<file path="config.mk">
export PLATFORM = sky130hd
export DESIGN_NAME = hazard_pipe_ctrl
export DESIGN_NICKNAME = d
export VERILOG_FILES = /design/src/rtl/hazard_pipe_ctrl.sv
export SDC_FILE = /design/constraint.sdc
export NUM_CORES = 1
export LEC_CHECK = 0
export ABC_AREA = 1
export ABC_CLOCK_PERIOD_IN_PS = 2800
export BUFFER_PORTS_ARGS = -buffer_cell sky130_fd_sc_hd__buf_2
export CORE_ASPECT_RATIO = 1.4
export CORE_MARGIN = 2
export CORE_UTILIZATION = 46
export CTS_CLUSTER_SIZE = 14
export DETAILED_ROUTE_END_ITERATION = 10
export MAX_ROUTING_LAYER = met4
export PLACE_DENSITY = 0.76
export SLEW_MARGIN = 0
export SYNTH_ARGS = -nofsm -noshare
export SYNTH_HDL_FRONTEND = slang
export SYNTH_SLANG_ARGS = --single-unit
export TNS_END_PERCENT = 50
</file>
<file path="constraint.sdc">
create_clock -name clk -period 2.8 [get_ports clk]
set_input_delay 0.42 -clock clk [delete_from_list [all_inputs] [get_ports clk]]
set_output_delay 0.42 -clock clk [all_outputs]
set_load 0.02 [all_outputs]
</file>
<file path="src/rtl/hazard_pipe_ctrl.sv">
// hazard_pipe_ctrl: tracks instruction words and write/load flags through EX, MEM and WB,
// detects ID/EX load-use hazards and applies EX-resolved flushes. Optional macro: RD_ZERO_FILTER_EN.
module hazard_pipe_ctrl #(
   parameter logic [31:0] NOP_INSTR  = 32'h0000_0013,
   parameter bit          PRECISE_RS = 1'b1
) (
   input  logic        clk,
   input  logic        arst,
   input  logic        en,
   input  logic [31:0] instruction_ID,
   input  logic        RegWrite_ID,
   input  logic        MemRead_ID,
   input  logic        branch_taken_EX,
   output logic [31:0] instruction_EX,
   output logic [31:0] instruction_MEM,
   output logic [31:0] instruction_WB,
   output logic        RegWrite_EX,
   output logic        RegWrite_MEM,
   output logic        RegWrite_WB,
   output logic        MemRead_EX,
   output logic        stall_IF_ID,
   output logic        flush_IF_ID
);

   localparam logic [6:0] OP_LUI    = 7'b0110111;
   localparam logic [6:0] OP_AUIPC  = 7'b0010111;
   localparam logic [6:0] OP_JAL    = 7'b1101111;
   localparam logic [6:0] OP_RTYPE  = 7'b0110011;
   localparam logic [6:0] OP_STORE  = 7'b0100011;
   localparam logic [6:0] OP_BRANCH = 7'b1100011;

   function automatic logic uses_rs1_f(input logic [6:0] op);
      logic r;
      if (PRECISE_RS) begin
         r = !((op == OP_LUI) || (op == OP_AUIPC) || (op == OP_JAL));
      end else begin
         r = 1'b1;
      end
      return r;
   endfunction

   function automatic logic uses_rs2_f(input logic [6:0] op);
      logic r;
      if (PRECISE_RS) begin
         r = (op == OP_RTYPE) || (op == OP_STORE) || (op == OP_BRANCH);
      end else begin
         r = 1'b1;
      end
      return r;
   endfunction

   logic [31:0] instr_ex_q, instr_ex_d;
   logic [31:0] instr_mem_q, instr_mem_d;
   logic [31:0] instr_wb_q, instr_wb_d;
   logic        regwrite_ex_q, regwrite_ex_d;
   logic        regwrite_mem_q, regwrite_mem_d;
   logic        regwrite_wb_q, regwrite_wb_d;
   logic        memread_ex_q, memread_ex_d;
   logic        load_use_s;
   logic        bubble_s;
   logic [4:0]  rd_ex_s;

   // Hazard detection and next-state selection; flush and stall both collapse to a bubble.
   always_comb begin
      rd_ex_s    = instr_ex_q[11:7];
      load_use_s = memread_ex_q && (rd_ex_s != 5'd0) &&
                   ((uses_rs1_f(instruction_ID[6:0]) && (instruction_ID[19:15] == rd_ex_s)) ||
                    (uses_rs2_f(instruction_ID[6:0]) && (instruction_ID[24:20] == rd_ex_s)));
      bubble_s   = branch_taken_EX || load_use_s;

      instr_mem_d    = instr_ex_q;
      regwrite_mem_d = regwrite_ex_q;
      instr_wb_d     = instr_mem_q;
      regwrite_wb_d  = regwrite_mem_q;
      if (bubble_s) begin
         instr_ex_d    = NOP_INSTR;
         regwrite_ex_d = 1'b0;
         memread_ex_d  = 1'b0;
      end else begin
         instr_ex_d    = instruction_ID;
         regwrite_ex_d = RegWrite_ID;
         memread_ex_d  = MemRead_ID;
      end
   end

   // Pipeline registers; everything holds while en is low.
   always_ff @(posedge clk or posedge arst) begin
      if (arst) begin
         instr_ex_q     <= NOP_INSTR;
         instr_mem_q    <= NOP_INSTR;
         instr_wb_q     <= NOP_INSTR;
         regwrite_ex_q  <= 1'b0;
         regwrite_mem_q <= 1'b0;
         regwrite_wb_q  <= 1'b0;
         memread_ex_q   <= 1'b0;
      end else if (en) begin
         instr_ex_q     <= instr_ex_d;
         instr_mem_q    <= instr_mem_d;
         instr_wb_q     <= instr_wb_d;
         regwrite_ex_q  <= regwrite_ex_d;
         regwrite_mem_q <= regwrite_mem_d;
         regwrite_wb_q  <= regwrite_wb_d;
         memread_ex_q   <= memread_ex_d;
      end
   end

   assign flush_IF_ID     = branch_taken_EX && !arst;
   assign stall_IF_ID     = load_use_s && !branch_taken_EX && !arst;
   assign instruction_EX  = instr_ex_q;
   assign instruction_MEM = instr_mem_q;
   assign instruction_WB  = instr_wb_q;
   assign MemRead_EX      = memread_ex_q;

`ifdef RD_ZERO_FILTER_EN
   // Writes toward x0 are hidden so forwarding never selects x0 as a source.
   assign RegWrite_EX  = regwrite_ex_q  && (instr_ex_q[11:7]  != 5'd0);
   assign RegWrite_MEM = regwrite_mem_q && (instr_mem_q[11:7] != 5'd0);
   assign RegWrite_WB  = regwrite_wb_q  && (instr_wb_q[11:7]  != 5'd0);
`else
   assign RegWrite_EX  = regwrite_ex_q;
   assign RegWrite_MEM = regwrite_mem_q;
   assign RegWrite_WB  = regwrite_wb_q;
`endif

endmodule

</file>
* Word-level counts from Yosys, hierarchy flattened *
Cells that the tools add are included.

storage, ports and cells
  register bits after elaboration = 100
  input port bits = 38
  output and inout port bits = 102

operators by class
  equality and inequality tests = 8
  multiplexer cells = 3
  reduce and logical (&&, ||, !) cells = 17

operators by type and width
  kind                  count
  $mux W32              1
  $eq A7 B6 Y1 const B  3
  $eq A7 B7 Y1 const B  2
  $eq A5 B5 Y1          2
  $eq A7 B5 Y1 const B  1
  $logic_and A1 B1 Y1   7
  $logic_or A1 B1 Y1    6
  $reduce_bool A5 Y1    1
  $logic_not A1 Y1      3
  $mux W1               2

* Depth between registers and ports, before layout *
Gate-level depths: netlist of run 1.

  depth after elaboration = 9
  gate-level depth with buffers = 11

* Least setup slack after synthesis of run 1 *
No wires, ideal clock.

  kind = flip-flop to output port
  from = reg instr_ex_q[9], in the netlist instruction_EX[9]
  to = out stall_IF_ID
  arrival = 1.418 ns
  data required time = 2.380 ns
  path slack = 0.962 ns
  cell stages (with the launch flop) = 11
  cell sequence = dfrtp_1 > inv_2 > nand2_1 > nand2_1 > nand2_1 > nor2_1 > nand2_1 > nand2_2 > nand2_4 > buf_6 > nor3_2

between the ends
  longest elaborated chain between the ends = 6
  elaborated cells on any way between the ends = 10

RTL lines
  item                                           RTL line  text
  start: declaration                             52        logic [31:0] instr_ex_q, instr_ex_d;
  start signal: assignment                       97        instr_ex_q <= instr_ex_d;
  $eq A5 B5 Y1, on equally long branches         67, 68
  $logic_and A1 B1 Y1, on equally long branches  67, 68
  $logic_or A1 B1 Y1                             67        ((uses_rs1_f(instruction_ID[6:0]) && (instruction_ID[19:15] == rd_ex_s)) ||
  $logic_and A1 B1 Y1 (*)                        66        load_use_s = memread_ex_q && (rd_ex_s != 5'd0) &&
  $logic_and A1 B1 Y1 (*) (2 in series)          108       assign stall_IF_ID = load_use_s && !branch_taken_EX && !arst;
  end: declaration                               21        output logic stall_IF_ID,

Mark *: on every way between the ends. The rest lies on a longest branch, timed or not.

* Final worst setup path of run 1 *
Same ends and word-level chain as after synthesis.

==> impl_metrics.tcl, run 1 <==
set metrics [dict create \
    path_common_cell "nand2_1" \
    synthFlopType "dfrtp_1" \
    post-route-period-util_pct 84.2 \
    syn_nets 551 \
    num_rows 41 \
    violations "DRC" \
    dieArea_um2 10200 \
    r2r_end "instruction_EX[6]" \
    critPathArrivalTime_ns 1.94 \
    max_freq_mhz 424 \
    drtIter0Drc 224 \
    yosys-top-cells-area "dfrtp_1 (53%), nand2_1 (18%), o21ai_0 (6.2%)" \
    powerDensity_nw_per_um2 681 \
    cts.sinks 100 \
    maxSlewHeadroom_pct 41.3 \
    cts_root_buf "clkbuf_16" \
    cts_resized 0 \
    cts_tree "built" \
    htreeDepth 3 \
    vias 3743 \
    async_reset_ff_share_pct 100 \
    fin_setup_tns_ns 0 \
    finalPower_w 0.00368 \
    r2r_slack_ns 1.16 \
    drv_cap 0 \
    synth_top_family_by_area "simple AND/OR/NAND/NOR gates" \
    io_buffers 139 \
    syn_area_um2 4310 \
    p_leak_nw 3.07 \
    synthAdderAreaFrac_pct 0 \
    yosys.area_share.simple_pct 25.0 \
    wl_met2_um 5400 \
    post_dp_cell_area_um2 5070 \
    ctsHoldBuffers 0 \
    final-setup-viol-count 0 \
    layout.nets 679 \
    max-clock-path-buffers 2 \
    syn_inst 513 \
    synthMuxAreaShare_pct 0 \
    outcome "complete, but fails checks" \
    syn_to_final_growth_pct 25.2 \
    drt_wl_total_um 10500 \
    cpMaxStageDelayCell "dfrtp_1" \
    grt.overflow.total 0 \
    viasPerCell 4.97 \
    max_stage_delay_ns 0.45 \
    synth_top_area_cell "dfrtp_1" \
    ys_top_cells_by_count "nand2_1 (204), dfrtp_1 (91), inv_1 (55), o21ai_0 (53), nand3b_1 (20)" \
    initial_core_util_pct 47.4 \
    drv_slew 0 \
    route.detailed.wl_per_inst_um 13.9 \
    route.detailed.drc 10 \
    hold_path.class "input pin to asynchronous set/reset pin" \
    crit_type "flip-flop to output port" \
    fillers 858 \
    post-route-util_pct 59.4 \
    worst_pin_slew_ns 0.879 \
    synth-edff-count 0 \
    firstDrtPassIters 10 \
    hold_viol_final 0 \
    core-area_um2 9080 \
    synth_compound_area_share_pct 7.70 \
    ys_ff_latch 100 \
    ff_latch_area_um2 2510 \
    worstPathRequired_ns 2.38 \
    rr_worst_depth 10 \
    finalClockSkew_ns 0.00267 \
    die_w_um 85.8 \
    final_cell_area_um2 5400 \
    die_h_um 119 \
    path_max_fanout 35 \
    grt_pass1_wl_um 17200 \
    synth.avg_cell_area_um2 8.40 \
    cp_cell_sequence "inv_2 -> nand2_1 -> nand2_1 -> nand2_1 -> nor2_1 -> nand2_1 -> nand2_2 -> nand2_4 -> nor3_2 -> buf_2" \
    multi_input_area_um2 1430 \
    vdd.ir_drop.worst_mv 0.332 \
    place.gp.congestion 0.820 \
    highest_layer "met4" \
    cp-end-kind "output port" \
    cts_setup_buffers 0 \
    antenna_found_initial 0 \
    ant_nets 0 \
    grt_max_degree 95 \
    ys_seq_area_share_pct 58.4 \
    synth_top_area_share_pct 52.9 \
    fin_crit_ns 2.36 \
    grt_pass1_vias 3563 \
    synthDistinctLibCells 23 \
    antennaDiodeCount 0 \
    layout-drive-gt1-share_pct 27.7 \
    synth_most_common_cell "nand2_1" \
    grt_setup_unrepaired "false" \
    wl_met1_um 4370 \
    crit-reg2reg-launch "instruction_EX[9]" \
    start_kind "flip-flop" \
    synthXorXnorAreaFrac_pct 0.407 \
    hpwl_um 7230 \
    clkTransAtPathRegs_ns 0.06 \
    cts_made_buffers 9 \
    wl_met3_um 440 \
    ys_warn_count 0 \
    io_pins 140 \
    grt_usage_pct 22.2 \
    clk_latency_ns 0.34 \
]
[state kept, by name (all words and copies together), names as in the netlist]
name / count
RegWrite_WB: 1
instruction_WB: 32
instruction_EX: 32
RegWrite_EX: 1
instruction_MEM: 32
RegWrite_MEM: 1
MemRead_EX: 1
[where the power goes]
group,switching (W),internal [W]
registers,0.0000954,0.00160
clock network,0.000531,0.000811
logic,0.000438,0.000206
[worst max-delay path by stage]
stage	start	endpoint	slack (ns)
final	instruction_EX[9]	stall_IF_ID	0.44
after global routing	instruction_EX[9]	stall_IF_ID	0.28
after CTS	instruction_EX[9]	stall_IF_ID	0.42
after detailed placement	instruction_ID[2]	stall_IF_ID	0.68
after global placement	instruction_ID[2]	stall_IF_ID	0.71
after floorplan	instruction_EX[9]	stall_IF_ID	0.96
[final cells by class]
| class | count | area share, % |
|---|---|---|
| clock inverters | 5 | 1.55 |
| inverters | 62 | 4.38 |
| clock buffers | 11 | 4.50 |
| repair buffers | 144 | 14.1 |
| multi-input cells | 324 | 26.4 |
| well taps | 107 | 2.48 |
| flip-flops and latches | 100 | 46.6 |
[logic make-up after synthesis]
kind of cell,after synthesis
simple gates,256
flops,100
buf+inv,89
compound gates,66
xor+xnor,2
[per-stage QoR]
stage / setup WS (ns) / std cells / hold slack (ns)
2_1_floorplan: 0.962 / 513 / 0.497
3_3_place_gp: 0.712 / 737 / 0.451
3_5_place_dp: 0.683 / 737 / 0.451
4_1_cts: 0.421 / 753 / 0.297
5_1_grt: 0.283 / 753 / 0.349
6_report: 0.441 / 753 / 0.278
[routing by layer]
layer	vias to the layer above	GRT usage, %
li1	1830	-
met5	-	-
met1	1761	27.7
met4	0	12.1
met3	22	2.30
met2	130	35.2
[placed cells by master (no fill, tap or decap), drive strengths merged]
| cell | count |
|---|---|
| inv | 61 |
| nand2 | 206 |
| nand3b | 20 |
| clkinvlp | 3 |
| xor2 | 1 |
| o21ai | 65 |
| buf | 144 |
| nor2 | 13 |
| dfstp | 9 |
| dfrtp | 91 |
| a31oi | 1 |
| xnor2 | 1 |
| bufinv | 2 |
| nor3 | 1 |
| clkbuf | 11 |
| nand3 | 16 |
| clkinv | 1 |
[worst max-delay path: cells and delay by family, from the launching register on]
family,cells,cell delay (ns)
flip-flops,1,0.45
AND/OR/NAND/NOR,8,0.81
buffers and inverters,2,0.31
(Power assumes the default switching activity.)
==> run 2, diff against run 1 <==
--- a/config.mk
+++ b/config.mk
@@ -6,15 +6,15 @@
 export NUM_CORES = 1
 export LEC_CHECK = 0
 export ABC_AREA = 1
-export ABC_CLOCK_PERIOD_IN_PS = 2800
+export ABC_CLOCK_PERIOD_IN_PS = 2200
 export BUFFER_PORTS_ARGS = -buffer_cell sky130_fd_sc_hd__buf_2
 export CORE_ASPECT_RATIO = 1.4
 export CORE_MARGIN = 2
-export CORE_UTILIZATION = 46
+export CORE_UTILIZATION = 51
 export CTS_CLUSTER_SIZE = 14
 export DETAILED_ROUTE_END_ITERATION = 10
 export MAX_ROUTING_LAYER = met4
-export PLACE_DENSITY = 0.76
+export PLACE_DENSITY = 0.8
 export SLEW_MARGIN = 0
 export SYNTH_ARGS = -nofsm -noshare
 export SYNTH_HDL_FRONTEND = slang
==> constraint.sdc (replaced) <==
create_clock -name clk -period 2.2 [get_ports clk]
set_input_delay 0.33 -clock clk [delete_from_list [all_inputs] [get_ports clk]]
set_output_delay 0.33 -clock clk [all_outputs]
set_load 0.02 [all_outputs]
==> run 2 against run 1 <==
Clock power rose by 19%. Sequential share of layout area fell by 0.35 points. Largest power group unchanged. The run now ends clean. Die area fell by 9.4%. Sequential power rose by 27%. Final cell count fell by 0.27%. Global-route usage rose by 3.5 points. Sequential cell count did not move. Clock-buffer cell count did not move. Critical path depth did not move. Combinational power rose by 30%. Register-to-register slack got worse by 0.68 ns. Largest cell class unchanged. Utilization rose by 6.9 points.
==> impl_metrics.tcl, run 2 (synthesis results as in run 1) <==
set metrics [dict create \
    cp-end-kind "output port" \
    antenna_found_initial 0 \
    finalClockSkew_ns 0.00566 \
    cp_cell_sequence "inv_2 -> nand2_1 -> nand2_1 -> nand2_1 -> nor2_1 -> nand2_1 -> nand2_2 -> nand2_8 -> nor3_4 -> buf_4" \
    grt.overflow.total 0 \
    num_rows 39 \
    route.detailed.wl_per_inst_um 14.4 \
    final_common_cell "nand2_1" \
    drtIter0Drc 296 \
    p_leak_nw 3.09 \
    initial_core_util_pct 52.5 \
    hold_viol_final 0 \
    clkTransAtPathRegs_ns 0.07 \
    io_buffers 139 \
    layout.nets 683 \
    fillers 692 \
    grt_pass1_vias 3693 \
    crit_type "flip-flop to output port" \
    hpwl_um 7530 \
    firstDrtPassIters 4 \
    cpMaxStageDelayCell "dfrtp_1" \
    drv_slew 0 \
    finalNonFillerCells 751 \
    die_w_um 81.7 \
    worstPathRequired_ns 1.87 \
    drv_cap 0 \
    grt_usage_pct 25.7 \
    critPathArrivalTime_ns 1.77 \
    powerDensity_nw_per_um2 842 \
    vdd.ir_drop.worst_mv 0.515 \
    worst_pin_slew_ns 0.587 \
    max_freq_mhz 475 \
    crit_buf_inv 2 \
    die_h_um 113 \
    post-route-util_pct 66.3 \
    ctsHoldBuffers 0 \
    hold_path.class "input pin to asynchronous set/reset pin" \
    dieArea_um2 9210 \
    viasPerCell 5.04 \
    drt_wl_total_um 10800 \
    mostFrequentLayoutCells "nand2_1 (204), buf_2 (138), dfrtp_1 (91)" \
    fin_crit_ns 2.10 \
    ant_nets 0 \
    outcome "complete, no violations" \
    grt_max_degree 101 \
    vias 3786 \
    dp.cells 734 \
    grt_pass1_wl_um 17500 \
    core-area_um2 8200 \
    cts_root_buf "clkbuf_16" \
    start_kind "flip-flop" \
    antennaDiodeCount 0 \
    io_pins 140 \
    final-setup-viol-count 0 \
    place.gp.congestion 0.899 \
    clk_latency_ns 0.34 \
    max_stage_delay_ns 0.42 \
    cpLargestDelayFamily "simple AND/OR/NAND/NOR gates" \
    maxSlewHeadroom_pct 60.8 \
    syn_to_final_growth_pct 26.2 \
    layout-drive-gt1-share_pct 28.2 \
    cts_made_buffers 9 \
    cts.sinks 100 \
    max-clock-path-buffers 2 \
    route.detailed.drc 0 \
    path_common_cell "nand2_1" \
    path_max_fanout 15 \
    cts_tree "built" \
    post-route-period-util_pct 95.6 \
    finalPower_w 0.00458 \
    htreeDepth 3 \
]
## run 2: cell count changes in the layout (fill, tap and decap cells not counted), sizes merged
cell / change
buf: +4
bufinv: -1
clkinv: +3
clkinvlp: -2
inv: -1
## run 2: stage by stage
step	setup WS, ns	hold slack, ns	TNS [ns]	instance area (µm²)
final	0.0963	0.0826	0	5440
after global routing	-0.00556	0.125	-0.00556	5440
after CTS	0.107	0.0794	0	5400
after detailed placement	0.458	0.449	0	5100
after global placement	0.450	0.442	0	5100
after floorplan	0.452	0.497	0	4310
## run 2: where the power goes
| part | internal, W | switching, W | leakage, nW |
|---|---|---|---|
| logic | 0.000272 | 0.000569 | 1.65 |
| registers | 0.00203 | 0.000123 | 1.29 |
| clock network | 0.000935 | 0.000651 | 0.151 |
| total | 0.00324 | 0.00134 | 3.09 |
## run 2: area by class of cell
cell class / count / area [µm²] / area share [%]
well taps: 102 / 128 / 2.35
multi-input cells: 324 / 1440 / 26.5
flip-flops and latches: 100 / 2510 / 46.2
clock buffers: 11 / 253 / 4.65
repair buffers: 148 / 816 / 15.0
clock inverters: 4 / 48.8 / 0.898
inverters: 62 / 236 / 4.35
## run 2: worst paths after layout
check | from | to | slack (ns) | depth (start not counted)
setup / recovery | instruction_EX[11] | stall_IF_ID | 0.1 | 10
hold / removal | arst | instruction_EX[12] | 0.08 | 2
setup reg to reg | instruction_EX[11] | instruction_EX[2] | 0.48 | 11
hold reg to reg | instruction_WB[4] | instruction_WB[4] | 0.46 | 2
max in group asynchronous | arst | instruction_WB[4] | 1.47 | 3
min in group clk | instruction_ID[28] | instruction_EX[28] | 0.30 | 4
## run 2: metal layers
metal / track usage (%) / up-vias / wire [µm]
li1: - / 1834 / -
met1: 30.4 / 1778 / 4310
met2: 42.0 / 133 / 5470
met3: 3.27 / 41 / 565
met4: 14.0 / 0 / 484
met5: - / - / 0
## run 2: repair_timing
item	in CTS	in global routing
resized for setup	0	3
hold endpoints to repair	0	0
setup buffers	0	2
setup endpoints to repair	0	1
## run 2: worst reg2reg max path, stage by stage (launching register included)
cell and delay, ns:
dfrtp_1 0.42, inv_2 0.09, nand2_1 0.06, nand2_1 0.07
nand2_1 0.05, nor2_1 0.11, nand2_1 0.09, nand2_2 0.14
nand2_8 0.11, buf_4 0.25, nand3_1 0.11, o21ai_1 0.07
==> run 3, diff against run 2 <==
--- a/config.mk
+++ b/config.mk
@@ -11,9 +11,9 @@
 export CORE_ASPECT_RATIO = 1.4
 export CORE_MARGIN = 2
 export CORE_UTILIZATION = 51
+export CTS_CLUSTER_DIAMETER = 120
 export CTS_CLUSTER_SIZE = 14
 export DETAILED_ROUTE_END_ITERATION = 10
-export MAX_ROUTING_LAYER = met4
 export PLACE_DENSITY = 0.8
 export SLEW_MARGIN = 0
 export SYNTH_ARGS = -nofsm -noshare
==> run 3 against run 2 <==
Clock-buffer cell count stayed put. Global-route usage is 0.73 points lower. First-iteration DRC count is 6.1% lower. Clock power hardly changed. Largest cell class unchanged.
==> impl_metrics.tcl, run 3 (synthesis results as in run 1) <==
set metrics [dict create \
    outcome "complete, no violations" \
    hpwl_um 7530 \
    clkTransAtPathRegs_ns 0.06 \
    vias 3766 \
    htreeDepth 3 \
    grt_max_degree 101 \
    p_clk_share_pct 34.5 \
    drv_cap 0 \
    powerDensity_nw_per_um2 841 \
    num_rows 39 \
    p_int_w 0.00324 \
    power_frac_comb_pct 18.4 \
    wl_met3_um 548 \
    cts_made_buffers 9 \
    grt_pass1_wl_um 17500 \
    p_leak_nw 3.09 \
    maxSlewHeadroom_pct 60.5 \
    fin_crit_ns 2.11 \
    firstDrtPassIters 4 \
    crit_buf_inv 2 \
    cts_tree "built" \
    ant_nets 0 \
    setup_slack_ns 0.0929 \
    max-clock-path-buffers 2 \
    antenna_found_initial 0 \
    wl_met2_um 5640 \
    p_sw_share_pct 29.2 \
    antennaDiodeCount 0 \
    route.detailed.drc 0 \
    max_freq_mhz 475 \
    syn_to_final_growth_pct 26.2 \
    grt_usage_pct 25.0 \
    cts.sinks 100 \
    cpLargestDelayFamily "simple AND/OR/NAND/NOR gates" \
    vdd.ir_drop.worst_mv 0.511 \
    path_common_cell "nand2_1" \
    core-area_um2 8200 \
    place.gp.congestion 0.885 \
    fillers 692 \
    viasPerCell 5.01 \
    grt.overflow.total 0 \
    path_max_fanout 15 \
    hold_viol_final 0 \
    clk_latency_ns 0.34 \
    mostFrequentLayoutCells "nand2_1 (204), buf_2 (138), dfrtp_1 (91)" \
    place_ws_ns 0.458 \
    layout.nets 683 \
    die_w_um 81.7 \
    finalPower_w 0.00457 \
    hold_path.class "input pin to asynchronous set/reset pin" \
    cts_root_buf "clkbuf_16" \
    cp-end-kind "output port" \
    layout-drive-gt1-share_pct 28.2 \
    multi_input_area_um2 1440 \
    drtIter0Drc 278 \
    wl_met1_um 4300 \
    cpMaxStageDelayCell "dfrtp_1" \
    drv_slew 0 \
    ff_latch_area_um2 2510 \
    io_buffers 139 \
    switchingPower_w 0.00134 \
    route.detailed.wl_per_inst_um 14.5 \
    post-route-period-util_pct 95.8 \
    drt_wl_total_um 10900 \
    die_h_um 113 \
    critPathArrivalTime_ns 1.78 \
    initial_core_util_pct 52.5 \
    worst_pin_slew_ns 0.591 \
    p_seq_share_pct 47.1 \
    dieArea_um2 9210 \
    finalClockSkew_ns 0.00529 \
    final-setup-viol-count 0 \
    cp_cell_sequence "inv_2 -> nand2_1 -> nand2_1 -> nand2_1 -> nor2_1 -> nand2_1 -> nand2_2 -> nand2_8 -> nor3_4 -> buf_4" \
    start_kind "flip-flop" \
    crit_type "flip-flop to output port" \
    max_stage_delay_ns 0.43 \
    io_pins 140 \
    final_common_cell "nand2_1" \
    ctsHoldBuffers 0 \
    worstPathRequired_ns 1.87 \
    grt_pass1_vias 3689 \
    highest_layer "met4" \
]
[run 3: area by class of cell]
cell class                 count  share of cell area [%]
inverter                      62                    4.35
timing repair buffer         148                    15.0
clock inverter                 4                   0.898
sequential                   100                    46.2
tap                          102                    2.35
multi-input combinational    324                    26.5
clock buffer                  11                    4.65
[run 3: power groups by stage]
stage                     clock network [W]  registers (W)  logic, W
after floorplan                           0        0.00240  0.000288
after global placement                    0        0.00217  0.000820
after detailed placement                  0        0.00219  0.000839
after CTS                           0.00161        0.00215  0.000842
after global routing                0.00169        0.00217  0.000931
final                               0.00158        0.00215  0.000841
[run 3: path summary, 6_finish.rpt]
| check | from | to | slack [ns] | depth (start not counted) |
|---|---|---|---|---|
| max | instruction_EX[7] | stall_IF_ID | 0.09 | 10 |
| min | arst | instruction_EX[12] | 0.09 | 2 |
| max reg2reg | instruction_EX[7] | instruction_EX[2] | 0.48 | 11 |
| min reg2reg | instruction_WB[4] | instruction_WB[4] | 0.46 | 2 |
| max in group asynchronous | arst | instruction_WB[4] | 1.47 | 3 |
| min in group clk | instruction_ID[28] | instruction_EX[28] | 0.31 | 4 |
[run 3: per-stage QoR]
step	std cells	setup TNS (ns)	hold WS, ns	util (%)	area, µm²
CTS	749	0	0.0794	65.9	5400
global placement	734	0	0.442	62.2	5100
finish	751	0	0.0864	66.3	5440
floorplan	513	0	0.497	-	4310
global route	751	-0.00556	0.126	66.3	5440
detailed placement	734	0	0.449	62.2	5100
[run 3: per-layer routing]
layer | vias up | GRT usage (%)
met5 | - | 0
met4 | 0 | 14.0
met3 | 29 | 3.83
met2 | 124 | 42.1
met1 | 1780 | 29.9
li1 | 1833 | -
[run 3: repair_timing]
action / in CTS / in global routing
gates resized for setup: 0 / 3
endpoints found under the setup margin: 0 / 1
setup buffers: 0 / 2
